$ cat src/rtl/fb_pkg.sv
// Shared types, limits and helpers for the framebuffer rectangle fill engine.
package fb_pkg;

    localparam int FB_XMAX = 127;
    localparam int FB_YMAX = 63;
    localparam int FB_CW   = 8;
    localparam int FB_DW   = 8;

    typedef logic [FB_CW-1:0] coord_t;
    typedef logic [FB_DW-1:0] data_t;

    typedef enum logic [2:0] {
        IDLE    = 3'd0,
        WAIT_FB = 3'd1,
        WRITE   = 3'd2,
        ADVANCE = 3'd3,
        DONE    = 3'd4
    } state_e;

    // Saturate a coordinate to the last valid index of its axis.
    function automatic coord_t clamp(input coord_t v, input coord_t lim);
        return (v > lim) ? lim : v;
    endfunction

    // Checkerboard cells (odd x^y) receive the inverted pattern.
    function automatic data_t cell_data(input data_t pat, input logic chk,
                                        input coord_t x, input coord_t y);
        return (chk && (x[0] ^ y[0])) ? ~pat : pat;
    endfunction

endpackage

$ cat src/rtl/fb_raster_counter.sv
// Raster position counter: normalises/clamps the corners on load and walks
// x inner, y outer on each step. Flags the final cell of the rectangle.
module fb_raster_counter
    import fb_pkg::*;
#(
    parameter int XMAX = FB_XMAX,
    parameter int YMAX = FB_YMAX
) (
    input  logic             clk,
    input  logic             rst_n,
    input  logic             load_i,
    input  logic             step_i,
    input  logic [FB_CW-1:0] x0_i,
    input  logic [FB_CW-1:0] y0_i,
    input  logic [FB_CW-1:0] x1_i,
    input  logic [FB_CW-1:0] y1_i,
    output logic [FB_CW-1:0] x_o,
    output logic [FB_CW-1:0] y_o,
    output logic             last_o
);

    localparam coord_t XLIM = coord_t'(XMAX);
    localparam coord_t YLIM = coord_t'(YMAX);

    coord_t xs_q, xe_q, ys_q, ye_q, x_q, y_q;
    coord_t xs_d, xe_d, ys_d, ye_d, x_d, y_d;

    // Next position: load sorted/clamped bounds, or advance in raster order.
    always_comb begin
        // NOTE: every signal gets a default first so no path leaves it unassigned (no latch).
        xs_d = xs_q;
        xe_d = xe_q;
        ys_d = ys_q;
        ye_d = ye_q;
        x_d  = x_q;
        y_d  = y_q;
        if (load_i) begin
            xs_d = clamp((x0_i < x1_i) ? x0_i : x1_i, XLIM);
            xe_d = clamp((x0_i < x1_i) ? x1_i : x0_i, XLIM);
            ys_d = clamp((y0_i < y1_i) ? y0_i : y1_i, YLIM);
            ye_d = clamp((y0_i < y1_i) ? y1_i : y0_i, YLIM);
            x_d  = xs_d;
            y_d  = ys_d;
        end else if (step_i) begin
            // Equality compares only, so the increment can never wrap past xe/ye.
            if (x_q == xe_q) begin
                x_d = xs_q;
                if (y_q != ye_q) y_d = y_q + coord_t'(1);
            end else begin
                x_d = x_q + coord_t'(1);
            end
        end
    end

    // Position and bound registers.
    always_ff @(posedge clk or negedge rst_n) begin
        // NOTE: sequential state uses non-blocking assignments so all flops update together.
        if (!rst_n) begin
            xs_q <= '0;
            xe_q <= '0;
            ys_q <= '0;
            ye_q <= '0;
            x_q  <= '0;
            y_q  <= '0;
        end else begin
            xs_q <= xs_d;
            xe_q <= xe_d;
            ys_q <= ys_d;
            ye_q <= ye_d;
            x_q  <= x_d;
            y_q  <= y_d;
        end
    end

    assign x_o    = x_q;
    assign y_o    = y_q;
    assign last_o = (x_q == xe_q) && (y_q == ye_q);

endmodule

$ cat src/rtl/fb_rect_fill.sv
// Rectangle fill engine: accepts one command and issues one framebuffer
// write per cell in raster order, with an ack timeout that aborts the fill.
module fb_rect_fill
    import fb_pkg::*;
#(
    parameter int XMAX           = FB_XMAX,
    parameter int YMAX           = FB_YMAX,
    parameter int TIMEOUT_CYCLES = 1024
) (
    input  logic             clk,
    input  logic             rst_n,
    input  logic             cmd_valid,
    output logic             cmd_ready,
    input  logic [FB_CW-1:0] cmd_x0,
    input  logic [FB_CW-1:0] cmd_y0,
    input  logic [FB_CW-1:0] cmd_x1,
    input  logic [FB_CW-1:0] cmd_y1,
    input  logic [FB_DW-1:0] cmd_pattern,
    input  logic             cmd_checker,
    input  logic             fb_busy,
    output logic             fb_we,
    output logic [FB_CW-1:0] fb_w_xpos,
    output logic [FB_CW-1:0] fb_w_ypos,
    output logic [FB_DW-1:0] fb_din,
    input  logic             fb_w_data_valid,
    output logic             busy,
    output logic             done,
    output logic             err
);

    localparam int WW = $clog2(TIMEOUT_CYCLES + 1);
    localparam logic [WW-1:0] WAIT_LAST = WW'(TIMEOUT_CYCLES - 1);

    state_e         state_q, state_d;
    logic [WW-1:0]  wait_q;
    data_t          pattern_q, din_q;
    logic           checker_q, err_q;
    coord_t         xpos_q, ypos_q;
    coord_t         cur_x, cur_y;
    logic           last_cell, timeout;
    logic           ctr_load, ctr_step, issue;

    fb_raster_counter #(.XMAX(XMAX), .YMAX(YMAX)) u_ctr (
        .clk    (clk),
        .rst_n  (rst_n),
        .load_i (ctr_load),
        .step_i (ctr_step),
        .x0_i   (cmd_x0),
        .y0_i   (cmd_y0),
        .x1_i   (cmd_x1),
        .y1_i   (cmd_y1),
        .x_o    (cur_x),
        .y_o    (cur_y),
        .last_o (last_cell)
    );

    assign timeout = (wait_q == WAIT_LAST);

    // State register.
    always_ff @(posedge clk or negedge rst_n) begin
        if (!rst_n) state_q <= IDLE;
        else        state_q <= state_d;
    end

    // Next-state logic; an ack on the timeout cycle still counts as success.
    always_comb begin
        state_d = state_q;
        unique case (state_q)
            IDLE:    if (cmd_valid) state_d = WAIT_FB;
            WAIT_FB: if (!fb_busy)  state_d = WRITE;
            WRITE: begin
                if (fb_w_data_valid) state_d = ADVANCE;
                else if (timeout)    state_d = DONE;
            end
            ADVANCE: state_d = last_cell ? DONE : WAIT_FB;
            DONE:    state_d = IDLE;
            default: state_d = IDLE;
        endcase
    end

    // State-decoded outputs and datapath controls.
    always_comb begin
        cmd_ready = (state_q == IDLE);
        busy      = (state_q == WAIT_FB) || (state_q == WRITE) || (state_q == ADVANCE);
        done      = (state_q == DONE);
        fb_we     = (state_q == WRITE);
        ctr_load  = (state_q == IDLE) && cmd_valid;
        ctr_step  = (state_q == ADVANCE);
        issue     = (state_q == WAIT_FB) && !fb_busy;
    end

    // Command payload, write address/data capture, ack wait counter and sticky error.
    always_ff @(posedge clk or negedge rst_n) begin
        if (!rst_n) begin
            pattern_q <= '0;
            checker_q <= 1'b0;
            xpos_q    <= '0;
            ypos_q    <= '0;
            din_q     <= '0;
            wait_q    <= '0;
            err_q     <= 1'b0;
        end else begin
            if (ctr_load) begin
                pattern_q <= cmd_pattern;
                checker_q <= cmd_checker;
                err_q     <= 1'b0;
            end
            if (issue) begin
                xpos_q <= cur_x;
                ypos_q <= cur_y;
                din_q  <= cell_data(pattern_q, checker_q, cur_x, cur_y);
            end
            // Counter runs only while a write is outstanding; zero on WRITE entry.
            if (state_q == WRITE) wait_q <= wait_q + WW'(1);
            else                  wait_q <= '0;
            if ((state_q == WRITE) && !fb_w_data_valid && timeout) err_q <= 1'b1;
        end
    end

    assign fb_w_xpos = xpos_q;
    assign fb_w_ypos = ypos_q;
    assign fb_din    = din_q;
    assign err       = err_q;

endmodule

$ cat config.mk
export PLATFORM = sky130hd
export DESIGN_NAME = fb_rect_fill
export DESIGN_NICKNAME = d
export VERILOG_FILES = /design/src/rtl/fb_pkg.sv /design/src/rtl/fb_raster_counter.sv /design/src/rtl/fb_rect_fill.sv
export SDC_FILE = /design/constraint.sdc
export NUM_CORES = 1
export LEC_CHECK = 0
export ABC_AREA = 1
export CAP_MARGIN = 20
export CORE_MARGIN = 10
export CORE_UTILIZATION = 48
export DETAILED_ROUTE_END_ITERATION = 16
export PLACE_DENSITY = 0.84
export SKIP_CTS_REPAIR_TIMING = 1
export SYNTH_ARGS = -nofsm -noshare
export SYNTH_HDL_FRONTEND = slang
export SYNTH_HIERARCHICAL = 1
export SYNTH_SLANG_ARGS = --single-unit
$ cat constraint.sdc
create_clock -name clk -period 1.9 [get_ports clk]
set_input_delay 0.38 -clock clk [delete_from_list [all_inputs] [get_ports clk]]
set_output_delay 0.38 -clock clk [all_outputs]
set_load 0.05 [all_outputs]
Word level (Yosys, flattened, before mapping)
Index checks and enable logic that the tools add are counted.

Word-level logic and storage cells: 77. Input port bits: 46. Output and inout bits: 29. Register bits after elaboration: 88.

Order comparisons: 6. Muxes and demuxes: 25. Equality and inequality tests: 11. Reductions and logical operators: 17. Bitwise logic cells: 2. Add/sub/neg operators: 3.

Operator list (count): 8-bit two-way mux (16); 8-bit by 1-bit adder with 8-bit output, second input constant (2); 8-bit equality test (2); 8-bit by 6-bit greater-than comparator with 1-bit output, second input constant (2); 8-bit by 7-bit greater-than comparator with 1-bit output, second input constant (2); 8-bit less-than comparator (2); 3-bit two-way mux (5); 3-bit case mux with 4 select lines (1); 11-bit by 1-bit adder with 11-bit output, second input constant (1); 11-bit by 10-bit equality test with 1-bit output, second input constant (1); 11-bit two-way mux (1); 8-bit != test (1); 8-bit NOT (1); 2-bit nonzero test (4); 3-bit by 2-bit equality test with 1-bit output, second input constant (2); 1-bit logical AND (6); 3-bit AND reduction (2); 2-bit != test, second input constant (2); 3-bit by 1-bit equality test with 1-bit output, second input constant (1); 3-bit equality test, second input constant (1); 3-bit zero test (1); 3-bit by 1-bit != test with 1-bit output, second input constant (1); 1-bit zero test (2); 1-bit logical OR (2); other kinds (2) (3).

Logic depth before layout (Yosys ltp)
Depth in word-level cells: 5. Mapped depth: 14.

Modules after synthesis
Netlist, hierarchy kept.

By module, submodules not included: fb_raster_counter (area an instance 3101.7 um2, instances 1, cells each 477); fb_rect_fill (area an instance 2233.4 um2, instances 1, cells each 264).

Worst setup path before layout
OpenSTA, ideal clock, no wires.

Kind: register -> output. Start point: register state_q[0]. End point: output port done. Data arrival time: 1555 ps. Data required time: 1520 ps. Stages on the path, launching flop included: 2. Path slack: -35 ps. Path through: dfrtp_1 nor3_1.

Cells in the longest elaborated chain, start to end: 1.

Ends and longest elaborated chain: start, declared (RTL line fb_rect_fill.sv:34) `state_e state_q, state_d;`; start signal, assigned (RTL line fb_rect_fill.sv:62) `else state_q <= state_d;`; 3-bit equality test (RTL line fb_rect_fill.sv:85) `done = (state_q == DONE);`; end, declared (RTL line fb_rect_fill.sv:27) `output logic done,`.

No other way between the ends.

Worst setup path after layout
Start point: input port cmd_y1[3]. End point: register u_ctr.y_q[5] (netlist: u_ctr/y_o[5]).

Cells in the longest elaborated chain, start to end: 5.

Ends and longest elaborated chain: start, declared (RTL line fb_rect_fill.sv:17) `input logic [FB_CW-1:0] cmd_y1,`; 8-bit less-than comparator (RTL line fb_raster_counter.sv:40) `ys_d = clamp((y0_i < y1_i) ? y0_i : y1_i, YLIM);`; 8-bit two-way mux * (RTL line fb_raster_counter.sv:40); 8-bit by 6-bit greater-than comparator with 1-bit output (RTL line fb_pkg.sv:22) `return (v > lim) ? lim : v;`; 8-bit two-way mux * (RTL line fb_pkg.sv:22); 8-bit two-way mux * (RTL line fb_raster_counter.sv:37) `if (load_i) begin`; end signal, assigned (RTL line fb_raster_counter.sv:71) `y_q <= y_d;`; end, declared (RTL line fb_raster_counter.sv:25) `coord_t xs_q, xe_q, ys_q, ye_q, x_q, y_q;`.

Mark *: on every way between the ends. The rest lies on a longest branch, timed or not. A chain may end at the register's enable or synchronous reset.

==> impl_summary.log <==
[metrics] PnR worst setup slack: 0.06418 ns
[metrics] accumulated negative setup slack: 0 ns
[metrics] nature of the critical path startpoint: primary input
[metrics] pre-CTS setup slack: -0.3658 ns
[metrics] CP Launch Point: cmd_y1[3]
[metrics] cell count of the worst reg-to-reg path: 9
[metrics] violation count after the first detailed-routing iteration: 402
[metrics] setup repair after global routing missed its margin: true
[metrics] Antenna Nets Post-Route: 0
[metrics] clk_skew: 0.009299 ns
[metrics] top achievable clock speed: 0.5447 GHz
[metrics] routed wire length per instance: 12.52 µm
[metrics] DRC violations left: 0
[metrics] Max H-tree Level: 3
[metrics] Max transition margin: 65.30%
[metrics] initial antenna violation count: 0
[metrics] worst path required time: 2.16 ns
[metrics] Starting Density: 49.22%
[metrics] Num CTS Buffers: 9
[metrics] routed via count divided by cell count: 4.929
[metrics] synthesized area per cell: 7.200 µm²
[metrics] net count after synthesis: 804
[metrics] result of the run: complete, no violations
[metrics] overall die area: 15730 µm²
[metrics] clock latency on the worst-skew pair: 0.37 ns
[metrics] fraction of synthesized cell area taken by the top area cell type: 41.28%
[metrics] total standard cell area after synthesis: 5335 µm²
[metrics] post-route standard cell area excluding fillers: 6973 µm²
[metrics] Yosys warning total: 6
[metrics] Worst EP arrival: 2.10 ns
[metrics] final-layout worst hold slack: 0.03353 ns
[metrics] reg-to-reg critical path startpoint: state_q[0]$_DFFE_PN0P_
[metrics] Critical Path Fanout Max: 5
[metrics] area growth from synthesis to layout: 30.70%
[metrics] Rows: 38
[metrics] class of the tightest hold or removal check: in2async
[metrics] clk slew on worst S/H paths: 0.09 ns
[metrics] worst setup path class: in2reg
[metrics] total via count after detailed routing: 4964
[metrics] via count of the first global-routing pass: 4635
[metrics] Die X-Extent: 125.4 µm
[metrics] aggregate routed wire length: 12610 µm
[metrics] height of the chip: 125.4 µm
[metrics] largest voltage drop on the vdd net: 1.259 mV
[metrics] post-layout minimum cycle time: 1.836 ns
[metrics] synth top area cells: sky130_fd_sc_hd__dfrtp_1 41%, sky130_fd_sc_hd__nand2_1 19%, sky130_fd_sc_hd__inv_1 5.5%
[metrics] estimated wirelength of the detail-placed design: 9292 µm
[metrics] power density relative to cell area: 1426 nW/µm²
[metrics] Core Area: 10840 µm²
[metrics] Ports: 75
[metrics] antenna cell count: 0
[metrics] last weighted congestion value of the routability-driven placer: 0.8916
[metrics] endpoint kind of the worst setup timing path: flop
[metrics] global-route usage over all layers: 15.18%
[metrics] leak pwr: 3.642 nW
[metrics] largest area contributor in the synthesized netlist: sky130_fd_sc_hd__dfrtp_1
[metrics] register area share after synthesis: 41.28%
[metrics] number of storage elements in the synthesis netlist: 88
[metrics] number of maximum-capacitance constraint violations: 0
[metrics] final global-route overflow total: 0
[metrics] setup slack on the worst flop-to-flop path: 0.13 ns
[metrics] share of final-layout standard cells stronger than drive strength 1: 18.92%
[metrics] first-pass GRT wire length: 20810 µm
[metrics] number of distinct library cells after synthesis: 34
[metrics] Worst-Margin Slew: 0.5197 ns
[metrics] Clock Sink Count: 88
[metrics] worst reg2reg endpoint: u_ctr/y_o[5]$_DFFE_PN0P_
[metrics] number of failing hold endpoints at the final stage: 0
[metrics] count of pins over their slew limit: 0
[metrics] post-synthesis cell count: 741
[metrics] clock tree root driver cell: sky130_fd_sc_hd__clkbuf_8
[metrics] clock tree from TritonCTS: done
[metrics] Post-layout nets: 925
[metrics] setup violation total in the final timing report: 0
[metrics] Clock Tree Buf Depth: 2
[metrics] maximum number of pins on one net before global-route repair: 89
[metrics] count of buffers from port buffering: 74
[metrics] number of iterations in the first detailed-routing pass: 5
[metrics] final worst-path cycle share: 96.62%
[metrics] placed cell areas: 6541 µm²
## metrics by stage
| stage | power [W] | instances | util, % |
|---|---|---|---|
| finish | 0.009946 | 1007 | 64.32 |
| global route | 0.01072 | 1007 | 64.32 |
| floorplan | 0.006797 | 741 | - |
| detailed placement | 0.008452 | 988 | 60.34 |
| global placement | 0.008286 | 988 | 60.34 |
| CTS | 0.009813 | 1004 | 62.21 |
## metal layers
layer | part of all wire, % | GRT usage, %
met5 | 0 | 0
met4 | 1.1 | 3.320
met3 | 5.2 | 3.971
met2 | 47 | 24.49
met1 | 47 | 19.96
## power breakdown
| part | leakage [nW] | internal [W] | total, W | switching (W) |
|---|---|---|---|---|
| Sequential | 1.07 | 0.00260 | 0.00323 | 0.000632 |
| Clock | 0.105 | 0.000624 | 0.00134 | 0.000718 |
| Combinational | 2.47 | 0.00201 | 0.00537 | 0.00336 |
## synth_stat cells (all sizes together)
cell type and instances:
clkbuf 5, xor2 6, ha 17, xnor2 15
nand4 12, a21boi 1, nand3b 1, nand2 279
o21ai 44, nor2 85, nand3 55, buf 15
o211ai 1, dfrtp 88, clkinv 2, nor3 2
a21oi 26, a31oi 2, o21a 2, or2 1
inv 82
## worst max path at each step
stage,endpoint,slack (ns),cells after the start
finish,u_ctr/y_o[5]$_DFFE_PN0P_,0.06,14
global route,u_ctr/xe_q[3]$_DFFE_PN0P_,-0.02,15
CTS,fb_din[5],-0.05,1
detailed placement,u_ctr/ye_q[0]$_DFFE_PN0P_,-0.37,10
global placement,u_ctr/ye_q[4]$_DFFE_PN0P_,-0.32,10
floorplan,u_ctr/x_o[0]$_DFFE_PN0P_,0.009,11
## critical path: stages
cell	delay, ns
sky130_fd_sc_hd__clkdlybuf4s50_1	0.49
sky130_fd_sc_hd__inv_1	0.09
sky130_fd_sc_hd__ha_4	0.28
sky130_fd_sc_hd__nand2_1	0.05
sky130_fd_sc_hd__inv_1	0.04
sky130_fd_sc_hd__nand2_1	0.06
sky130_fd_sc_hd__nand2_2	0.08
sky130_fd_sc_hd__nand2_4	0.08
sky130_fd_sc_hd__buf_4	0.14
sky130_fd_sc_hd__buf_4	0.12
sky130_fd_sc_hd__nand3_1	0.06
sky130_fd_sc_hd__nand2_1	0.08
sky130_fd_sc_hd__nor2_2	0.11
sky130_fd_sc_hd__nor2_1	0.05
## layout by cell type, fill, tap and decap left out, types with 2 or more instances in the layout
master	netlist	layout
sky130_fd_sc_hd__ha_1	17	13
sky130_fd_sc_hd__dfrtp_1	88	87
sky130_fd_sc_hd__ha_4	0	4
sky130_fd_sc_hd__buf_12	0	7
sky130_fd_sc_hd__buf_4	4	66
sky130_fd_sc_hd__nor2_4	3	4
sky130_fd_sc_hd__nand2_1	269	260
sky130_fd_sc_hd__nand3_2	2	2
sky130_fd_sc_hd__clkinv_4	0	3
sky130_fd_sc_hd__inv_2	4	3
sky130_fd_sc_hd__nor2_2	8	13
sky130_fd_sc_hd__nand3_1	51	50
sky130_fd_sc_hd__dlymetal6s2s_1	0	6
sky130_fd_sc_hd__a21oi_2	7	11
sky130_fd_sc_hd__nand4_1	12	12
sky130_fd_sc_hd__nand2_4	3	5
sky130_fd_sc_hd__buf_6	4	7
sky130_fd_sc_hd__xor2_1	6	6
sky130_fd_sc_hd__a21oi_1	19	15
sky130_fd_sc_hd__clkdlybuf4s50_1	0	44
sky130_fd_sc_hd__xnor2_1	15	15
sky130_fd_sc_hd__nand2_2	7	14
sky130_fd_sc_hd__nor2_1	73	67
sky130_fd_sc_hd__a31oi_1	2	2
sky130_fd_sc_hd__nand3_4	2	3
sky130_fd_sc_hd__clkbuf_8	0	9
sky130_fd_sc_hd__o21ai_0	42	42
sky130_fd_sc_hd__inv_6	0	3
sky130_fd_sc_hd__inv_1	78	78
## area by class of cell
class | instances | area, µm²
multi-input combinational | 549 | 2838
inverter | 84 | 324.1
timing repair buffer | 130 | 1230
fill | 946 | 3867
clock inverter | 7 | 78.83
sequential | 88 | 2203
tap | 140 | 175.2
clock buffer | 9 | 123.9
## logic make-up after synthesis
family | share of synthesized area [%]
simple gates | 35.13
compound gates | 7.856
fa+ha+maj | 3.987
buf+inv | 8.302
xor+xnor | 3.448
flops | 41.28
## flip-flops by register name (all words and copies together) (netlist names)
register and flops:
fb_w_xpos 8, u_ctr/y_o 8, pattern_q 8, u_ctr/x_o 8, u_ctr/xe_q 8, checker_q 1, fb_w_ypos 8, wait_q 11
u_ctr/ye_q 8, u_ctr/xs_q 8, fb_din 8, state_q 3, err 1
Note: power is estimated with default switching activity, not from simulation.
